`src/rtl/speed_tx_if.sv`:
```
// rtl/speed_tx_if.sv - word write handshake between a producer and speed_tx
// Signals:
//   wr_data  [3:0] speed word to transmit
//   wr_valid       wr_data holds a word
//   wr_ready       transmitter FIFO can take a word this edge
// Modports: master = producer, slave = speed_tx.
interface speed_tx_if;
  logic [3:0] wr_data;
  logic       wr_valid;
  logic       wr_ready;

  modport master (output wr_data, output wr_valid, input wr_ready);
  modport slave  (input wr_data, input wr_valid, output wr_ready);
endinterface

```
`src/rtl/speed_tx.sv`:
```
// rtl/speed_tx.sv - 4-bit speed word serialiser with strobe/data pair and word FIFO
// Purpose: queues speed words and sends each MSB first as four strobe pulses.
//   freq is set up one strobe phase before each f_en rise and held through HIGH;
//   a GAP-cycle idle spacer follows each word.
// Ports:
//   clk, rst     clock, synchronous active-high reset
//   en           link enable, gates only the start of a new word
//   wr           word write handshake (slave side)
//   f_en, freq   serial strobe and data
//   busy         transmitter is not idle
//   level        FIFO occupancy 0..DEPTH
module speed_tx #(
  parameter int DIV   = 8,
  parameter int GAP   = 16,
  parameter int DEPTH = 4
) (
  input  logic                   clk,
  input  logic                   rst,
  input  logic                   en,
  speed_tx_if.slave              wr,
  output logic                   f_en,
  output logic                   freq,
  output logic                   busy,
  output logic [$clog2(DEPTH):0] level
);

  localparam int AW = $clog2(DEPTH);
  localparam int LW = AW + 1;
  localparam logic [7:0] DIV_M1 = 8'(DIV - 1);
  localparam logic [7:0] GAP_M1 = (GAP > 0) ? 8'(GAP - 1) : 8'd0;

  typedef enum logic [1:0] {ST_IDLE, ST_SETUP, ST_HIGH, ST_GAP} state_t;

  state_t        state_q, state_d;
  logic [7:0]    cnt_q, cnt_d;
  logic [1:0]    idx_q, idx_d;
  logic [3:0]    sh_q, sh_d;
  logic          f_en_q, f_en_d;
  logic          freq_q, freq_d;

  logic [3:0]    mem_q [DEPTH];
  logic [AW-1:0] wr_ptr_q, wr_ptr_d;
  logic [AW-1:0] rd_ptr_q, rd_ptr_d;
  logic [LW-1:0] level_q, level_d;
  logic          full, push, pop;

  assign full        = (level_q == LW'(DEPTH));
  assign wr.wr_ready = !full && !rst;
  assign push        = wr.wr_valid && wr.wr_ready;

  // Pop is decided from the registered level, so a word written into an
  // empty FIFO only becomes visible to IDLE on the following edge.
  always_comb begin
    state_d = state_q;
    cnt_d   = cnt_q;
    idx_d   = idx_q;
    sh_d    = sh_q;
    f_en_d  = f_en_q;
    freq_d  = freq_q;
    pop     = 1'b0;
    case (state_q)
      ST_IDLE: begin
        f_en_d = 1'b0;
        freq_d = 1'b0;
        if (en && (level_q != '0)) begin
          pop     = 1'b1;
          sh_d    = mem_q[rd_ptr_q];
          idx_d   = 2'd3;
          freq_d  = mem_q[rd_ptr_q][3];
          cnt_d   = DIV_M1;
          state_d = ST_SETUP;
        end
      end
      ST_SETUP: begin
        if (cnt_q == 8'd0) begin
          f_en_d  = 1'b1;
          cnt_d   = DIV_M1;
          state_d = ST_HIGH;
        end else begin
          cnt_d = cnt_q - 8'd1;
        end
      end
      ST_HIGH: begin
        if (cnt_q == 8'd0) begin
          f_en_d = 1'b0;
          if (idx_q != 2'd0) begin
            // Next bit goes out together with the strobe fall, giving it a
            // full SETUP phase before the next rise.
            idx_d   = idx_q - 2'd1;
            freq_d  = sh_q[idx_q - 2'd1];
            cnt_d   = DIV_M1;
            state_d = ST_SETUP;
          end else begin
            freq_d = 1'b0;
            if (GAP == 0) begin
              cnt_d   = 8'd0;
              state_d = ST_IDLE;
            end else begin
              cnt_d   = GAP_M1;
              state_d = ST_GAP;
            end
          end
        end else begin
          cnt_d = cnt_q - 8'd1;
        end
      end
      ST_GAP: begin
        if (cnt_q == 8'd0) begin
          state_d = ST_IDLE;
        end else begin
          cnt_d = cnt_q - 8'd1;
        end
      end
      default: state_d = ST_IDLE;
    endcase
  end

  always_comb begin
    wr_ptr_d = push ? wr_ptr_q + AW'(1) : wr_ptr_q;
    rd_ptr_d = pop  ? rd_ptr_q + AW'(1) : rd_ptr_q;
    case ({push, pop})
      2'b10:   level_d = level_q + LW'(1);
      2'b01:   level_d = level_q - LW'(1);
      default: level_d = level_q;
    endcase
  end

  always_ff @(posedge clk) begin
    if (rst) begin
      state_q  <= ST_IDLE;
      cnt_q    <= 8'd0;
      idx_q    <= 2'd0;
      sh_q     <= 4'd0;
      f_en_q   <= 1'b0;
      freq_q   <= 1'b0;
      wr_ptr_q <= '0;
      rd_ptr_q <= '0;
      level_q  <= '0;
    end else begin
      state_q  <= state_d;
      cnt_q    <= cnt_d;
      idx_q    <= idx_d;
      sh_q     <= sh_d;
      f_en_q   <= f_en_d;
      freq_q   <= freq_d;
      wr_ptr_q <= wr_ptr_d;
      rd_ptr_q <= rd_ptr_d;
      level_q  <= level_d;
    end
  end

  // Storage needs no reset: level and pointers define which entries are live.
  always_ff @(posedge clk) begin
    if (push) begin
      mem_q[wr_ptr_q] <= wr.wr_data;
    end
  end

  assign f_en  = f_en_q;
  assign freq  = freq_q;
  assign busy  = (state_q != ST_IDLE);
  assign level = level_q;

endmodule

```
`src/flat_wrapper.sv`:
```
// flat-port wrapper written by rule: the top's interface ports become plain ports
module speed_tx_flat 
#(
  parameter int DIV   = 8,
  parameter int GAP   = 16,
  parameter int DEPTH = 4
)
  (clk, rst, en, f_en, freq, busy, level, wr_wr_data, wr_wr_valid, wr_wr_ready);
  speed_tx_if wr_i ();
  input  logic clk;
  input  logic rst;
  input  logic en;
  output logic f_en;
  output logic freq;
  output logic busy;
  output logic [$clog2(DEPTH):0] level;
  input wire logic [$bits(wr_i.wr_data)-1:0] wr_wr_data;
  input wire logic [$bits(wr_i.wr_valid)-1:0] wr_wr_valid;
  output wire logic [$bits(wr_i.wr_ready)-1:0] wr_wr_ready;
  assign wr_i.wr_data = wr_wr_data;
  assign wr_i.wr_valid = wr_wr_valid;
  assign wr_wr_ready = wr_i.wr_ready;
  speed_tx #(.DIV(DIV), .GAP(GAP), .DEPTH(DEPTH)) u_core (.clk(clk), .rst(rst), .en(en), .wr(wr_i), .f_en(f_en), .freq(freq), .busy(busy), .level(level));
endmodule
```
`config.mk`:
```
export PLATFORM = sky130hd
export DESIGN_NAME = speed_tx_flat
export DESIGN_NICKNAME = d
export VERILOG_FILES = /design/src/rtl/speed_tx_if.sv /design/src/rtl/speed_tx.sv /design/src/flat_wrapper.sv
export SDC_FILE = /design/constraint.sdc
export NUM_CORES = 1
export LEC_CHECK = 0
export ABC_AREA = 1
export CORE_MARGIN = 10
export CORE_UTILIZATION = 39
export CTS_BUF_LIST = sky130_fd_sc_hd__clkbuf_4 sky130_fd_sc_hd__clkbuf_8
export CTS_CLUSTER_DIAMETER = 30
export DETAILED_ROUTE_END_ITERATION = 8
export SLEW_MARGIN = 20
export SYNTH_ARGS = -nofsm -noshare
export SYNTH_HDL_FRONTEND = slang
export SYNTH_SLANG_ARGS = --single-unit
```
`constraint.sdc`:
```
create_clock -name clk -period 4.79 [get_ports clk]
set_clock_uncertainty 0.1 [all_clocks]
set_input_delay 1.1975 -clock clk [delete_from_list [all_inputs] [get_ports clk]]
set_output_delay 1.1975 -clock clk [all_outputs]
set_load 0.02 [all_outputs]
```
Word level (Yosys, flattened, before mapping). Memory sizes are Yosys's and may differ from the RTL's. A register that Yosys moved wholly into a read port is not among the register bits. Index checks and enable logic that the tools add are counted.

Equality and inequality tests: 12. Muxes and demuxes: 32. Reductions and logical operators: 19. Add/subtract/negate cells: 6. $lt $le $gt $ge: 1.

Operators with widths (count): $mux 8 (4); $pmux 8 s4 (1); $mux 2 (10); $mux 1 (10); $ne 2x1->1 const B (5); $logic_not 8->1 (1); $pmux 2 s4 (1); $reduce_and 4->1 (2); $reduce_bool 2->1 (4); $sub 8x1->8 const B (1); $eq 2x2->1 const B (3); $pmux 3 s2 (1); $reduce_and 2->1 (3); $reduce_bool 3->1 (2); $add 2x1->2 const B (2); $eq 2x1->1 const B (2); $mux 4 (1); $pmux 2 s2 (1); $add 3x1->3 const B (1); $eq 3x3->1 const B (1); $logic_and 1x1->1 (3); $lt 2x3->1 const B (1); $pmux 1 s3 (1); $reduce_and 3->1 (1); other kinds (7) (8).

Bits in writable memories: 16. Output and inout port bits: 7. Register bits after elaboration: 25. Bits of input ports: 8. Memories kept: 1.

Memory list: u_core.mem_q (depth 4, width 4, read ports 1, clocked after Yosys merged registers in 1, write ports 1, RTL line speed_tx.sv:41) `logic [3:0] mem_q [DEPTH];`.

Depth between registers and ports, before layout. Gate-level depths: netlist of the first run.

Depth in word-level cells: 6. Depth in mapped cells: 12.

Least setup slack after synthesis of the first run. Ideal clock, no wire load.

Kind: input port to flip-flop. Start point: input rst. End point: register u_core.level_q[1] (netlist: u_core.level[1]). Path buffers: 0. Stages on the path: 8. Required time: 4.626 ns. Setup slack: 1.816 ns. Data arrival time: 2.810 ns. Path through: a31oi_1 > nand2_1 > ha_1 > inv_1 > fa_1 > nor2_1 > a21oi_1 > nor2_1.

Cells in the longest elaborated chain, start to end: 5.

Ends and longest elaborated chain: start: declaration (RTL line flat_wrapper.sv:11) `input logic rst;`; $logic_not 1->1 (RTL line speed_tx.sv:48) `assign wr.wr_ready = !full && !rst;`; $logic_and 1x1->1 (RTL line speed_tx.sv:48); $logic_and 1x1->1 (RTL line speed_tx.sv:49) `assign push = wr.wr_valid && wr.wr_ready;`; $eq 2x1->1 / $eq 2x2->1 (equally long branches) (RTL line speed_tx.sv:121) `case ({push, pop})`; $pmux 3 s2 / $reduce_bool 2->1 (equally long branches); end signal: assignment (RTL line speed_tx.sv:148) `level_q <= level_d;`; end: declaration (RTL line speed_tx.sv:44) `logic [LW-1:0] level_q, level_d;`.

Several ways; a longest one is shown, not always the timed one. A chain may end at the register's enable or synchronous reset.

Worst setup path in the final report of the first run.
Start point: input rst. End point: output wr_wr_ready.

Cells in the longest elaborated chain, start to end: 2.

Ends and longest elaborated chain: $logic_not 1->1 (RTL line speed_tx.sv:48); $logic_and 1x1->1 (RTL line speed_tx.sv:48); end: declaration (RTL line flat_wrapper.sv:19) `output wire logic [$bits(wr_i.wr_ready)-1:0] wr_wr_ready;`.

No other way between the ends.

==> flow_metrics.env, run 1 <==
export IMPL_status="finished clean"
export IMPL_synth_fp_nets=253
export IMPL_ant_nets=0
export IMPL_ys_ff_latch=43
export IMPL_synth_area_leaders="dfxtp_1 27%, edfxtp_1 24%, nor2_1 6.9%"
export IMPL_critPathKind="in -> out"
export IMPL_gp_congestion=0.775
export IMPL_final_util_pct=46.3
export IMPL_yosysTopAreaCell="dfxtp_1"
export IMPL_cp_max_fo=7
export IMPL_ir_drop_mv=0.273
export IMPL_drv_slew=0
export IMPL_ctsHoldBuffers=0
export IMPL_max_freq_ghz=0.256
export IMPL_drv_cap=0
export IMPL_grt_overflow_total=0
export IMPL_synthToLayoutAreaGrowth_pct=16.2
export IMPL_drt_vias_per_instance=4.52
export IMPL_arrival_ps=2610
export IMPL_syn_inst=237
export IMPL_tightest_slew_ps=504
export IMPL_fill_cells=514
export IMPL_cts_tree="done"
export IMPL_grt_max_degree=18
export IMPL_leakage_nw=0.912
export IMPL_cts_resized=0
export IMPL_timing_final_ws_setup_ps=879
export IMPL_die_h_um=91.8
export IMPL_clk_insertion_delay_late_ps=300
export IMPL_core_mm2=0.00504
export IMPL_rows=26
export IMPL_rsz0062_at_grt="false"
export IMPL_clk_pin_slew_ps=90
export IMPL_slew_headroom_pct=66.4
export IMPL_cts_buffers=5
export IMPL_min_period_ps=3910
export IMPL_clockBufferDepth=2
export IMPL_track_usage_pct=9.20
export IMPL_synth_top_cell_area_share_pct=26.9
export IMPL_total_power_w=0.00146
export IMPL_die_area_mm2=0.00842
export IMPL_hold_path_class="reg -> reg"
export IMPL_finalHoldViolations=0
export IMPL_drcViolationCount=0
export IMPL_final_nets=271
export IMPL_clock_sinks=43
export IMPL_htreeDepth=2
export IMPL_ys_types=26
export IMPL_synth_area_mm2=0.00201
export IMPL_postCtsSetupRepairBufs=0
export IMPL_routed_wl_um=3520
export IMPL_cp_start_kind="input port"
export IMPL_diodes=0
export IMPL_port_buffers=14
export IMPL_yosysSeqAreaShare_pct=50.8
export IMPL_layout_common_cells="37 x nor2_1, 35 x nand2_1, 27 x dfxtp_1, 25 x inv_1, 17 x a21oi_1"
export IMPL_setup_worst_path_end_class="primary output"
export IMPL_dp_slack_ps=880
export IMPL_first_iter_violations=47
export IMPL_synth_area_per_cell_um2=8.48
export IMPL_ys_warn_count=0
export IMPL_initial_core_util_pct=39.9
export IMPL_p_per_area_mw_per_mm2=626
export IMPL_period_share_pct=81.6
export IMPL_dp_hpwl_um=2630
export IMPL_die_w_um=91.8
export IMPL_vias=1475
export IMPL_grt_pass1_wl_um=6330
export IMPL_setup_tns_ps=0
export IMPL_wire_per_inst_um=10.8
export IMPL_antenna_found_initial=0
export IMPL_drtPass1Iterations=4
export IMPL_critPathRequiredTime_ps=3490
export IMPL_ios=15
export IMPL_drive_above_1_share_pct=13.7
export IMPL_grt_pass1_vias=1497
export IMPL_cts_root_buf="clkbuf_8"
export IMPL_setup_violations=0
export IMPL_final_common_cell="nor2_1"
[layer usage]
metal / global-route usage, % / wire [µm]
met4: 4.63 / 72
met3: 2.69 / 87
met1: 9.64 / 1640
met5: 0 / 0
met2: 16.4 / 1730
[flip-flops by register name (all words and copies together), names as in the netlist, named ones only]
signal / count
u_core.f_en: 1
u_core.state_q: 2
u_core.level: 3
u_core.idx_q: 2
u_core.rd_ptr_q: 2
u_core.cnt_q: 8
u_core.sh_q: 4
u_core.wr_ptr_q: 2
u_core.freq: 1
u_core.mem_q: 16
[layout make-up]
cell class	instances	area, µm²	share of cell area, %
clock buffer	5	68.8	2.95
inverter	38	143	6.11
clock inverter	3	46.3	1.98
tap	70	87.6	3.75
multi-input combinational	153	828	35.5
timing repair buffer	14	140	6.00
sequential	43	1020	43.7
[critical path, stage by stage]
cell and delay [ps]:
clkdlybuf4s50_1 540, a31oi_1 240, clkdlybuf4s50_1 640
[stage by stage]
step | instance area, µm² | instances | hold slack, ps
6_report | 2330 | 326 | 372
5_1_grt | 2330 | 326 | 411
4_1_cts | 2330 | 326 | 373
3_5_place_dp | 2220 | 318 | 360
3_3_place_gp | 2220 | 318 | 351
2_1_floorplan | 2010 | 237 | 333
[final timing paths]
| path | from | endpoint | slack (ps) | depth (start not counted) |
|---|---|---|---|---|
| worst max-delay path | rst | wr_wr_ready | 880 | 3 |
| worst max register to register | u_core.state_q[0] | u_core.level[2] | 2390 | 10 |
| worst min register to register | u_core.cnt_q[2] | u_core.cnt_q[2] | 370 | 2 |
| worst min-delay path | u_core.cnt_q[2] | u_core.cnt_q[2] | 370 | 2 |
[synth_stat cells (all sizes together)]
| cell | number |
|---|---|
| xor2 | 4 |
| fa | 1 |
| clkinv | 1 |
| o22ai | 3 |
| ha | 7 |
| a31oi | 1 |
| o211ai | 2 |
| nor2 | 43 |
| edfxtp | 16 |
| o21ai | 24 |
| nand3 | 9 |
| o22a | 1 |
| buf | 3 |
| inv | 37 |
| a21oi | 17 |
| nand2 | 41 |
| dfxtp | 27 |
[power by group]
part           total, W  leakage, nW  internal (W)  switching [W]
Clock          0.000288       0.0548      0.000157       0.000130
Sequential     0.000521        0.366      0.000461      0.0000594
Combinational  0.000653        0.491      0.000237       0.000415
[cells by family (layout without fill, tap and decap cells)]
| kind of cell | count (synthesis) | count (layout) | share of synthesized area, % |
|---|---|---|---|
| adder cells (fa/ha/maj) | 8 | 8 | 5.35 |
| buffers and inverters | 41 | 60 | 7.97 |
| flip-flops | 43 | 43 | 50.8 |
| XOR/XNOR | 4 | 4 | 1.74 |
| AND/OR/NAND/NOR | 93 | 93 | 20.9 |
| AO/OA/AOI/OAI | 48 | 48 | 13.2 |
(Power assumes the default switching activity.)
==> run 2: changes to the inputs <==
==> constraint.sdc (replaced) <==
create_clock -name clk -period 3.5 [get_ports clk]
set_clock_uncertainty 0.1 [all_clocks]
set_input_delay 0.875 -clock clk [delete_from_list [all_inputs] [get_ports clk]]
set_output_delay 0.875 -clock clk [all_outputs]
set_load 0.02 [all_outputs]
==> run 2 against run 1 <==
Net effect:
- worst hold slack got worse by 3.2 ps
- sequential share of layout area decreased by 0.21 points
- setup slack worse by 490 ps
- die area did not move
- non-clock buffer count up 2
- count of clock-buffer cells in the layout stayed put
- core utilization up 0.22 points
==> flow_metrics.env, run 2 (same netlist as run 1, synthesis figures left out) <==
export IMPL_status="finished clean"
export IMPL_setup_violations=0
export IMPL_max_freq_ghz=0.322
export IMPL_clk_pin_slew_ps=80
export IMPL_timing_rr_end="u_core.level[2]"
export IMPL_setup_worst_path_end_class="primary output"
export IMPL_leakage_nw=0.924
export IMPL_synthToLayoutAreaGrowth_pct=16.7
export IMPL_r2r_slack_ps=1450
export IMPL_top_regs="u_core.mem_q: 16 flops, u_core.cnt_q: 8 flops, u_core.sh_q: 4 flops"
export IMPL_vias=1486
export IMPL_path_delay_family="buffers and inverters"
export IMPL_path_common_cell="clkdlybuf4s50_1"
export IMPL_drive_above_1_share_pct=14.0
export IMPL_cts_tree="done"
export IMPL_drcViolationCount=0
export IMPL_total_power_w=0.00200
export IMPL_cp_max_fo=2
export IMPL_whs_ps=369
export IMPL_critPathKind="in -> out"
export IMPL_clockBufferDepth=2
export IMPL_rsz0062_at_grt="false"
export IMPL_drv_slew=0
export IMPL_cts_buffers=5
export IMPL_whs_path_depth=2
export IMPL_tightest_slew_ps=484
export IMPL_layout_common_cells="37 x nor2_1, 35 x nand2_1, 27 x dfxtp_1, 25 x inv_1, 17 x a21oi_1"
export IMPL_slew_headroom_pct=67.7
export IMPL_cts_root_buf="clkbuf_8"
export IMPL_antenna_found_initial=0
export IMPL_ctsHoldBuffers=0
export IMPL_largest_reg_flops=16
export IMPL_dp_slack_ps=387
export IMPL_core_mm2=0.00504
export IMPL_grt_pass1_wl_um=6270
export IMPL_track_usage_pct=9.11
export IMPL_cts_resized=0
export IMPL_ant_nets=0
export IMPL_crit_chain="clkdlybuf4s50_1, a31oi_1, clkdlybuf4s50_1"
export IMPL_critPathRequiredTime_ps=2520
export IMPL_clock_sinks=43
export IMPL_final_common_cell="nor2_1"
export IMPL_top_register="u_core.mem_q"
export IMPL_drtPass1Iterations=4
export IMPL_arrival_ps=2130
export IMPL_initial_core_util_pct=39.9
export IMPL_htreeDepth=2
export IMPL_ios=15
export IMPL_final_util_pct=46.5
export IMPL_final_nets=273
export IMPL_rows=26
export IMPL_die_area_mm2=0.00842
export IMPL_register_area_mm2=0.00102
export IMPL_dp_hpwl_um=2600
export IMPL_cp_start_kind="input port"
export IMPL_hp_start="u_core.f_en"
export IMPL_rr_startpoint="u_core.level[0]"
export IMPL_grt_pass1_vias=1443
export IMPL_cp_buffers_inverters=2
export IMPL_p_per_area_mw_per_mm2=852
export IMPL_grt_overflow_total=0
export IMPL_cp_slowest_cell="clkdlybuf4s50_1"
export IMPL_timing_final_ws_setup_ps=393
export IMPL_port_buffers=14
export IMPL_drv_cap=0
export IMPL_setup_tns_ps=0
export IMPL_finalHoldViolations=0
export IMPL_ff2ff_path_depth=10
export IMPL_period_share_pct=88.8
export IMPL_gp_congestion=0.744
export IMPL_die_w_um=91.8
export IMPL_fill_cells=492
export IMPL_diodes=0
export IMPL_wire_per_inst_um=10.6
export IMPL_min_period_ps=3110
export IMPL_multi_input_area_um2=828
export IMPL_die_h_um=91.8
export IMPL_clk_insertion_delay_late_ps=300
export IMPL_drt_vias_per_instance=4.53
export IMPL_hold_path_class="reg -> reg"
export IMPL_whs_endpoint="u_core.f_en"
export IMPL_routed_wl_um=3480
export IMPL_ir_drop_mv=0.390
export IMPL_grt_max_degree=18
export IMPL_postCtsSetupRepairBufs=0
export IMPL_first_iter_violations=50
export IMPL_cpPeakStageDelay_ps=640
## run 2: changes by cell type in the layout (fill, tap and decap cells not counted), sizes merged
cell / previous run / this run
buf: 0 / 2
clkinvlp: 1 / 0
clkinv: 1 / 2
## run 2: metal layers
metal,GRT usage [%],up-vias,routed length [µm]
met5,0,-,0
met4,4.63,0,72
met3,2.85,7,113
met2,15.5,14,1630
met1,10.0,660,1670
li1,-,805,-
## run 2: worst max-delay path by stage
stage / start / endpoint / slack [ps] / depth (start not counted)
floorplan: rst / u_core.level[1] / 850 / 8
global placement: rst / wr_wr_ready / 370 / 3
detailed placement: rst / wr_wr_ready / 390 / 3
CTS: rst / wr_wr_ready / 380 / 3
global route: rst / wr_wr_ready / 360 / 3
finish: rst / wr_wr_ready / 390 / 3
## run 2: layout make-up
| class | instances | area share [%] |
|---|---|---|
| flip-flops and latches | 43 | 43.5 |
| multi-input cells | 153 | 35.3 |
| repair buffers | 16 | 6.61 |
| inverters | 38 | 6.08 |
| well taps | 70 | 3.73 |
| clock buffers | 5 | 2.93 |
| clock inverters | 3 | 1.81 |
## run 2: through the flow
stage / cells / instance area, µm²
after global routing: 328 / 2350
after CTS: 328 / 2350
final: 328 / 2350
after global placement: 320 / 2230
after floorplan: 237 / 2010
after detailed placement: 320 / 2230
## run 2: report_power, final
part	switching (W)	internal, W	total [W]
combinational	0.000570	0.000331	0.000901
sequential	0.0000796	0.000631	0.000711
clock	0.000173	0.000213	0.000386
## run 2: worst min-delay path: stages, from the launching register on
cell     delay, ps
dfxtp_1        320
nand2_1         60
a21oi_1         50
==> run 3: changes to the inputs <==
--- a/config.mk
+++ b/config.mk
@@ -8,7 +8,6 @@
 export ABC_AREA = 1
 export CORE_MARGIN = 10
 export CORE_UTILIZATION = 39
-export CTS_BUF_LIST = sky130_fd_sc_hd__clkbuf_4 sky130_fd_sc_hd__clkbuf_8
 export CTS_CLUSTER_DIAMETER = 30
 export DETAILED_ROUTE_END_ITERATION = 8
 export SLEW_MARGIN = 20
==> results of run 3 <==
Final layout, timing and power as in run 2 (identical DEF).
